--- src/rtl/unified_mem_arbiter_pkg.sv ---
// Purpose: shared types and constants for the unified instruction/data memory arbiter.
// Latency: n/a (declarations only).
// Backpressure: n/a.
// Contents: FSM state enum, transaction-owner encoding, funct3 used for instruction fetches.
package mem_arb_pkg;

  typedef enum logic [1:0] {
    IDLE   = 2'd0,
    ACCESS = 2'd1,
    RESP   = 2'd2
  } state_t;

  typedef enum logic {
    OWN_IF = 1'b0,
    OWN_D  = 1'b1
  } owner_t;

  // Fetches are always full-word reads.
  localparam logic [2:0] F3_LW = 3'b010;

endpackage

--- src/rtl/unified_mem_arbiter_if.sv ---
// Purpose: bundles the fetch port, data port, memory port and stall of the unified memory arbiter.
// Latency: n/a (wires only).
// Backpressure: n/a; the arbiter drives gnt/rvalid/stall, requesters hold req until rvalid.
// Modports: slave = arbiter side, master = requesters + memory side.
interface unified_mem_arbiter_if;

  // fetch port
  logic        if_req;
  logic [31:0] if_addr;
  logic        if_gnt;
  logic        if_rvalid;
  logic [31:0] if_rdata;
  // data port
  logic        d_req;
  logic        d_we;
  logic [2:0]  d_funct3;
  logic [31:0] d_addr;
  logic [31:0] d_wdata;
  logic        d_gnt;
  logic        d_rvalid;
  logic [31:0] d_rdata;
  // memory port
  logic        mem_en;
  logic        mem_we;
  logic [2:0]  mem_f3;
  logic [5:0]  mem_addr;
  logic [31:0] mem_wdata;
  logic [31:0] mem_rdata;
  // pipeline hold
  logic        stall;

  modport slave (
    input  if_req, if_addr,
    output if_gnt, if_rvalid, if_rdata,
    input  d_req, d_we, d_funct3, d_addr, d_wdata,
    output d_gnt, d_rvalid, d_rdata,
    output mem_en, mem_we, mem_f3, mem_addr, mem_wdata,
    input  mem_rdata,
    output stall
  );

  modport master (
    output if_req, if_addr,
    input  if_gnt, if_rvalid, if_rdata,
    output d_req, d_we, d_funct3, d_addr, d_wdata,
    input  d_gnt, d_rvalid, d_rdata,
    input  mem_en, mem_we, mem_f3, mem_addr, mem_wdata,
    output mem_rdata,
    input  stall
  );

endinterface

--- src/rtl/unified_mem_arbiter.sv ---
// Purpose: shares one single-ported unified memory between the instruction-fetch and load/store ports.
// Latency: grant is combinational in IDLE; rvalid MEM_LAT cycles after grant; one access per MEM_LAT+1 cycles.
// Backpressure: a waiting or losing requester sees gnt=0 and stall=1 until its own rvalid cycle.
// Ports: clk; rst (async, active-high); bus (slave modport) carrying if_*, d_*, mem_* and stall.
module unified_mem_arbiter
  import mem_arb_pkg::*;
#(
  parameter int MEM_LAT    = 1,
  parameter int STARVE_MAX = 2
) (
  input  logic                 clk,
  input  logic                 rst,
  unified_mem_arbiter_if.slave bus
);

  localparam int              CW         = (MEM_LAT > 1) ? $clog2(MEM_LAT) : 1;
  // ACCESS lasts MEM_LAT-1 cycles, so the counter starts one below that and exits at zero.
  localparam logic [CW-1:0]   CNT_INIT   = CW'(MEM_LAT - 2);
  localparam logic [1:0]      STARVE_LIM = 2'(STARVE_MAX);

  state_t        r_state;
  state_t        w_state_nxt;
  logic [CW-1:0] r_cnt;
  logic [CW-1:0] w_cnt_nxt;
  owner_t        r_owner;
  logic          r_store;
  logic [1:0]    r_streak;
  logic [31:0]   r_if_rdata;
  logic [31:0]   r_d_rdata;

  logic          w_idle;
  logic          w_d_wins;
  logic          w_gnt_if;
  logic          w_gnt_d;
  logic          w_resp;
  logic          w_if_rvalid;
  logic          w_d_rvalid;
  logic          w_unused;

  // Arbitration and completion decode. Grants are masked during reset so that
  // every output is 0 while rst is high, even with requests pending.
  always_comb begin
    w_idle      = (r_state == IDLE) && !rst;
    w_d_wins    = bus.d_req && (!bus.if_req || (r_streak != STARVE_LIM));
    w_gnt_d     = w_idle && w_d_wins;
    w_gnt_if    = w_idle && bus.if_req && !w_d_wins;
    w_resp      = (r_state == RESP);
    w_if_rvalid = w_resp && (r_owner == OWN_IF);
    w_d_rvalid  = w_resp && (r_owner == OWN_D);
  end

  // FSM next state.
  always_comb begin
    w_state_nxt = r_state;
    w_cnt_nxt   = r_cnt;
    case (r_state)
      IDLE: begin
        if (w_gnt_if || w_gnt_d) begin
          if (MEM_LAT == 1) begin
            w_state_nxt = RESP;
          end else begin
            w_state_nxt = ACCESS;
            w_cnt_nxt   = CNT_INIT;
          end
        end
      end
      ACCESS: begin
        if (r_cnt == '0) begin
          w_state_nxt = RESP;
        end else begin
          w_cnt_nxt = r_cnt - CW'(1);
        end
      end
      RESP:    w_state_nxt = IDLE;
      default: w_state_nxt = IDLE;
    endcase
  end

  always_ff @(posedge clk or posedge rst) begin
    if (rst) begin
      r_state <= IDLE;
      r_cnt   <= '0;
    end else begin
      r_state <= w_state_nxt;
      r_cnt   <= w_cnt_nxt;
    end
  end

  always_ff @(posedge clk or posedge rst) begin
    if (rst) begin
      r_owner    <= OWN_IF;
      r_store    <= 1'b0;
      r_streak   <= 2'd0;
      r_if_rdata <= 32'd0;
      r_d_rdata  <= 32'd0;
    end else begin
      if (w_gnt_if) begin
        r_owner <= OWN_IF;
        r_store <= 1'b0;
      end else if (w_gnt_d) begin
        r_owner <= OWN_D;
        r_store <= bus.d_we;
      end
      // Streak counts data wins only while a fetch is actually waiting.
      if (w_idle) begin
        if (w_gnt_if || !bus.if_req) begin
          r_streak <= 2'd0;
        end else if (w_gnt_d && (r_streak != 2'd3)) begin
          r_streak <= r_streak + 2'd1;
        end
      end
      if (w_if_rvalid) begin
        r_if_rdata <= bus.mem_rdata;
      end
      if (w_d_rvalid && !r_store) begin
        r_d_rdata <= bus.mem_rdata;
      end
    end
  end

  // Memory port: live only in the grant cycle, otherwise all zero.
  assign bus.if_gnt    = w_gnt_if;
  assign bus.d_gnt     = w_gnt_d;
  assign bus.mem_en    = w_gnt_if || w_gnt_d;
  assign bus.mem_we    = w_gnt_d && bus.d_we;
  assign bus.mem_f3    = w_gnt_if ? F3_LW : (w_gnt_d ? bus.d_funct3 : 3'b000);
  assign bus.mem_addr  = w_gnt_if ? bus.if_addr[7:2] : (w_gnt_d ? bus.d_addr[7:2] : 6'd0);
  assign bus.mem_wdata = w_gnt_d ? bus.d_wdata : 32'd0;

  // Read data is forwarded in the RESP cycle and held from the register afterwards.
  assign bus.if_rvalid = w_if_rvalid;
  assign bus.d_rvalid  = w_d_rvalid;
  assign bus.if_rdata  = w_if_rvalid ? bus.mem_rdata : r_if_rdata;
  assign bus.d_rdata   = (w_d_rvalid && !r_store) ? bus.mem_rdata : r_d_rdata;

  assign bus.stall = !rst && ((bus.if_req && !w_if_rvalid) || (bus.d_req && !w_d_rvalid));

  // Only address bits [7:2] select a word; the 256-byte space wraps.
  assign w_unused = ^{bus.if_addr[31:8], bus.if_addr[1:0], bus.d_addr[31:8], bus.d_addr[1:0]};

endmodule

--- src/flat_wrapper.sv ---
// flat-port wrapper written by rule: the top's interface ports become plain ports
module unified_mem_arbiter_flat import mem_arb_pkg::*;
#(
  parameter int MEM_LAT    = 1,
  parameter int STARVE_MAX = 2
)
  (clk, rst, bus_if_req, bus_if_addr, bus_if_gnt, bus_if_rvalid, bus_if_rdata, bus_d_req, bus_d_we, bus_d_funct3, bus_d_addr, bus_d_wdata, bus_d_gnt, bus_d_rvalid, bus_d_rdata, bus_mem_en, bus_mem_we, bus_mem_f3, bus_mem_addr, bus_mem_wdata, bus_mem_rdata, bus_stall);
  unified_mem_arbiter_if bus_i ();
  input  logic clk;
  input  logic rst;
  input wire logic [$bits(bus_i.if_req)-1:0] bus_if_req;
  input wire logic [$bits(bus_i.if_addr)-1:0] bus_if_addr;
  output wire logic [$bits(bus_i.if_gnt)-1:0] bus_if_gnt;
  output wire logic [$bits(bus_i.if_rvalid)-1:0] bus_if_rvalid;
  output wire logic [$bits(bus_i.if_rdata)-1:0] bus_if_rdata;
  input wire logic [$bits(bus_i.d_req)-1:0] bus_d_req;
  input wire logic [$bits(bus_i.d_we)-1:0] bus_d_we;
  input wire logic [$bits(bus_i.d_funct3)-1:0] bus_d_funct3;
  input wire logic [$bits(bus_i.d_addr)-1:0] bus_d_addr;
  input wire logic [$bits(bus_i.d_wdata)-1:0] bus_d_wdata;
  output wire logic [$bits(bus_i.d_gnt)-1:0] bus_d_gnt;
  output wire logic [$bits(bus_i.d_rvalid)-1:0] bus_d_rvalid;
  output wire logic [$bits(bus_i.d_rdata)-1:0] bus_d_rdata;
  output wire logic [$bits(bus_i.mem_en)-1:0] bus_mem_en;
  output wire logic [$bits(bus_i.mem_we)-1:0] bus_mem_we;
  output wire logic [$bits(bus_i.mem_f3)-1:0] bus_mem_f3;
  output wire logic [$bits(bus_i.mem_addr)-1:0] bus_mem_addr;
  output wire logic [$bits(bus_i.mem_wdata)-1:0] bus_mem_wdata;
  input wire logic [$bits(bus_i.mem_rdata)-1:0] bus_mem_rdata;
  output wire logic [$bits(bus_i.stall)-1:0] bus_stall;
  assign bus_i.if_req = bus_if_req;
  assign bus_i.if_addr = bus_if_addr;
  assign bus_if_gnt = bus_i.if_gnt;
  assign bus_if_rvalid = bus_i.if_rvalid;
  assign bus_if_rdata = bus_i.if_rdata;
  assign bus_i.d_req = bus_d_req;
  assign bus_i.d_we = bus_d_we;
  assign bus_i.d_funct3 = bus_d_funct3;
  assign bus_i.d_addr = bus_d_addr;
  assign bus_i.d_wdata = bus_d_wdata;
  assign bus_d_gnt = bus_i.d_gnt;
  assign bus_d_rvalid = bus_i.d_rvalid;
  assign bus_d_rdata = bus_i.d_rdata;
  assign bus_mem_en = bus_i.mem_en;
  assign bus_mem_we = bus_i.mem_we;
  assign bus_mem_f3 = bus_i.mem_f3;
  assign bus_mem_addr = bus_i.mem_addr;
  assign bus_mem_wdata = bus_i.mem_wdata;
  assign bus_i.mem_rdata = bus_mem_rdata;
  assign bus_stall = bus_i.stall;
  unified_mem_arbiter #(.MEM_LAT(MEM_LAT), .STARVE_MAX(STARVE_MAX)) u_core (.clk(clk), .rst(rst), .bus(bus_i));
endmodule
--- config.mk ---
export PLATFORM = sky130hd
export DESIGN_NAME = unified_mem_arbiter_flat
export DESIGN_NICKNAME = d
export VERILOG_FILES = /design/src/rtl/unified_mem_arbiter_pkg.sv /design/src/rtl/unified_mem_arbiter_if.sv /design/src/rtl/unified_mem_arbiter.sv /design/src/flat_wrapper.sv
export SDC_FILE = /design/constraint.sdc
export NUM_CORES = 1
export LEC_CHECK = 0
export BUFFER_PORTS_ARGS = -buffer_cell sky130_fd_sc_hd__buf_4
export CORE_MARGIN = 2
export CORE_UTILIZATION = 36
export DETAILED_ROUTE_END_ITERATION = 8
export PLACE_DENSITY = 0.86
export SLEW_MARGIN = 10
export SYNTH_ARGS = -nofsm -noshare
export SYNTH_HDL_FRONTEND = slang
export SYNTH_SLANG_ARGS = --single-unit
--- constraint.sdc ---
create_clock -name clk -period 2.2 [get_ports clk]
set_input_delay 0.44 -clock clk [delete_from_list [all_inputs] [get_ports clk]]
set_output_delay 0.44 -clock clk [all_outputs]
set_load 0.01 [all_outputs]
==> flow_metrics.tcl <==
set metrics [dict create \
    startpoint_type "flop" \
    post_synth.cell_area_avg_um2 14.6 \
    clock_sink_count 69 \
    routedLengthMet1_um 3890 \
    io_pins 248 \
    grt_max_degree 43 \
    r2r_start "u_core.r_streak[0]" \
    vias_per_cell 4.70 \
    synthesis.area_um2 3150 \
    synth.distinct_cells 28 \
    die_area_um2 9510 \
    diodes 0 \
    end_kind "output pin" \
    synth_cells 216 \
    leakage_nw 2.63 \
    crit_required_ns 1.76 \
    cts_hold_buf 0 \
    grt_pass1_vias 2639 \
    slew_violations 0 \
    final_hold_viol_count 0 \
    slew_headroom 0.648 \
    drt_wl_total_um 9440 \
    worst_slack_ns -0.0612 \
    setup_viol 6 \
    max_freq_ghz 0.442 \
    nFillCells 697 \
    met2_length_um 4580 \
    via_count 2510 \
    finalWorstPathRequiredPeriod_ns 2.26 \
    syn_nets 354 \
    wire_per_inst_um 17.7 \
    pre_cts_slack_ns 0.184 \
    ys_warn_count 0 \
    wl_met3_um 919 \
    htree_levels 3 \
    initial_core_util 0.366 \
    highest_layer "met4" \
    crit_type "flop to output pin" \
    ant_nets 0 \
    place_congestion 0.876 \
    nets 560 \
    violations "negative setup slack" \
    seq_area_um2 1730 \
    overflow 0 \
    layout-drive-gt1-share 0.634 \
    numCtsBuffers 9 \
    status "complete, but fails checks" \
    dp_hpwl_um 7100 \
    chipHeight_um 97.5 \
    area_growth_syn_to_layout_pct 61.1 \
    seq_area_frac_synth 0.549 \
    drt_pass1_iterations 4 \
    hold_path.class "input port to asynchronous set/reset pin" \
    drtIter0Drc 64 \
    utilization 0.590 \
    finalClockSkew_ns 0.00561 \
    grtUsageTotal 0.191 \
    core_area_um2 8590 \
    cts-root-buf "clkbuf_8" \
    crit_start "u_core.r_streak[0]" \
    arrival_ns 1.82 \
    ir_worst_vdd_mv 0.600 \
    port_buffers 195 \
    cts_tree "done" \
    total_power_mw 5.00 \
    die_w_um 97.5 \
    antenna_found_initial 0 \
    clkTransAtPathRegs_ns 0.07 \
    grt_pass1_wl_um 14100 \
    rsz0062_at_grt "true" \
    row_count 34 \
    max_slew.worst_pin.slew_ns 0.528 \
    clock_latency_ns 0.33 \
    power_density_nw_per_um2 985 \
    clk_path_buf_depth 2 \
    max_cap_viol_count 0 \
    route.detailed.drc 0 \
    multiInputGateArea_um2 1310 \
    ys_ff_latch 69 \
    cp_max_fo 8 \
    fin_crit_sh 1.03 \
]
==> synth_stat cells <==
| master | number | share of area |
|---|---|---|
| and3b_1 | 1 | 0.0028 |
| o21a_1 | 2 | 0.0048 |
| ha_1 | 2 | 0.0080 |
| and2_1 | 35 | 0.070 |
| mux2_4 | 30 | 0.14 |
| dfrtp_1 | 69 | 0.55 |
| nor2_2 | 1 | 0.0020 |
| o2bb2ai_1 | 1 | 0.0028 |
| and2b_1 | 1 | 0.0024 |
| a21o_1 | 2 | 0.0048 |
| nand2_2 | 1 | 0.0020 |
| o22ai_1 | 1 | 0.0020 |
| a311oi_1 | 1 | 0.0028 |
| mux2_2 | 3 | 0.011 |
| inv_2 | 1 | 0.0012 |
| a21oi_1 | 1 | 0.0016 |
| nor3_1 | 1 | 0.0016 |
| mux2i_1 | 1 | 0.0032 |
| mux2_1 | 31 | 0.11 |
| nand2_1 | 3 | 0.0036 |
| nand4b_1 | 1 | 0.0028 |
| buf_2 | 2 | 0.0032 |
| buf_6 | 8 | 0.029 |
| a22o_1 | 6 | 0.017 |
| and3_1 | 1 | 0.0020 |
| inv_1 | 4 | 0.0048 |
| buf_4 | 4 | 0.0095 |
| nor2b_1 | 2 | 0.0040 |
==> placed cells by master (no fill, tap or decap), types with 3 or more instances in the layout <==
cell and instances:
a22o_1 6, and2_1 35, buf_12 5, buf_4 196, buf_6 6, clkbuf_8 9
dfrtp_1 68, inv_1 3, mux2_1 27, mux2_2 5, mux2_4 32
==> per-stage QoR <==
step | instances | hold WS [ns] | area [um2] | setup TNS (ns)
finish | 534 | 0.215 | 5070 | -0.180
global route | 534 | 0.240 | 5070 | -0.916
CTS | 531 | 0.198 | 4950 | -0.323
detailed placement | 513 | 0.472 | 4720 | 0
global placement | 513 | 0.467 | 4720 | 0
floorplan | 216 | 0.473 | 3150 | 0
==> worst max-delay path: stages (launching register included) <==
cell and delay (ns):
dfrtp_1 0.38, inv_1 0.06, ha_2 0.17, and2b_1 0.19, and3b_2 0.34, a22o_1 0.21, buf_6 0.13
==> state kept, by name, indices dropped and copies added (netlist names) <==
| name | cells |
|---|---|
| u_core.r_streak | 2 |
| u_core.r_d_rdata | 32 |
| u_core.r_owner | 1 |
| u_core.r_if_rdata | 32 |
| u_core.r_state | 1 |
| u_core.r_store | 1 |
==> kinds of logic (layout without fill, tap and decap cells) <==
| family | Yosys count | in the layout | synth area share |
|---|---|---|---|
| flops | 69 | 69 | 0.549 |
| buf+inv | 19 | 229 | 0.0473 |
| fa+ha+maj | 2 | 2 | 0.00795 |
| mux | 65 | 65 | 0.268 |
| compound gates | 14 | 14 | 0.0354 |
| simple gates | 47 | 47 | 0.0926 |
==> final timing paths <==
path                                    endpoint  slack (ns)  cells after the start
max                              bus_mem_addr[1]       -0.06                      6
min                               u_core.r_owner        0.21                      3
max reg2reg                   u_core.r_streak[1]        0.57                      6
min reg2reg                u_core.r_if_rdata[19]        0.49                      1
max in group asynchronous  u_core.r_if_rdata[15]        1.55                      3
min in group clk                  u_core.r_store        0.34                      2
==> area by class of cell <==
cell class / count / share of cell area
timing repair buffer: 209 / 0.333
sequential: 69 / 0.341
tap: 108 / 0.0267
inverter: 5 / 0.00370
clock inverter: 6 / 0.0126
multi-input combinational: 128 / 0.259
clock buffer: 9 / 0.0244
==> report_power, final <==
part | leakage, nW | total [mW] | internal, mW | switching (mW)
clock | 0.0915 | 0.991 | 0.517 | 0.474
sequential | 0.812 | 1.86 | 1.73 | 0.131
combinational | 1.72 | 2.15 | 1.26 | 0.890
==> metal layers <==
layer,global-route usage,up-vias
met3,0.0719,6
met2,0.315,144
met4,0.0470,0
met5,0,-
li1,-,1145
met1,0.239,1215
==> what timing repair did <==
item / in CTS / in global routing
setup buffers: 3 / 1
endpoints found under the hold margin: 0 / 0
gates resized for setup: 6 / 17
setup endpoints to repair: 33 / 94
pin swaps: 3 / 5
cloned: 0 / 2
Note: power is estimated with default switching activity, not from simulation.
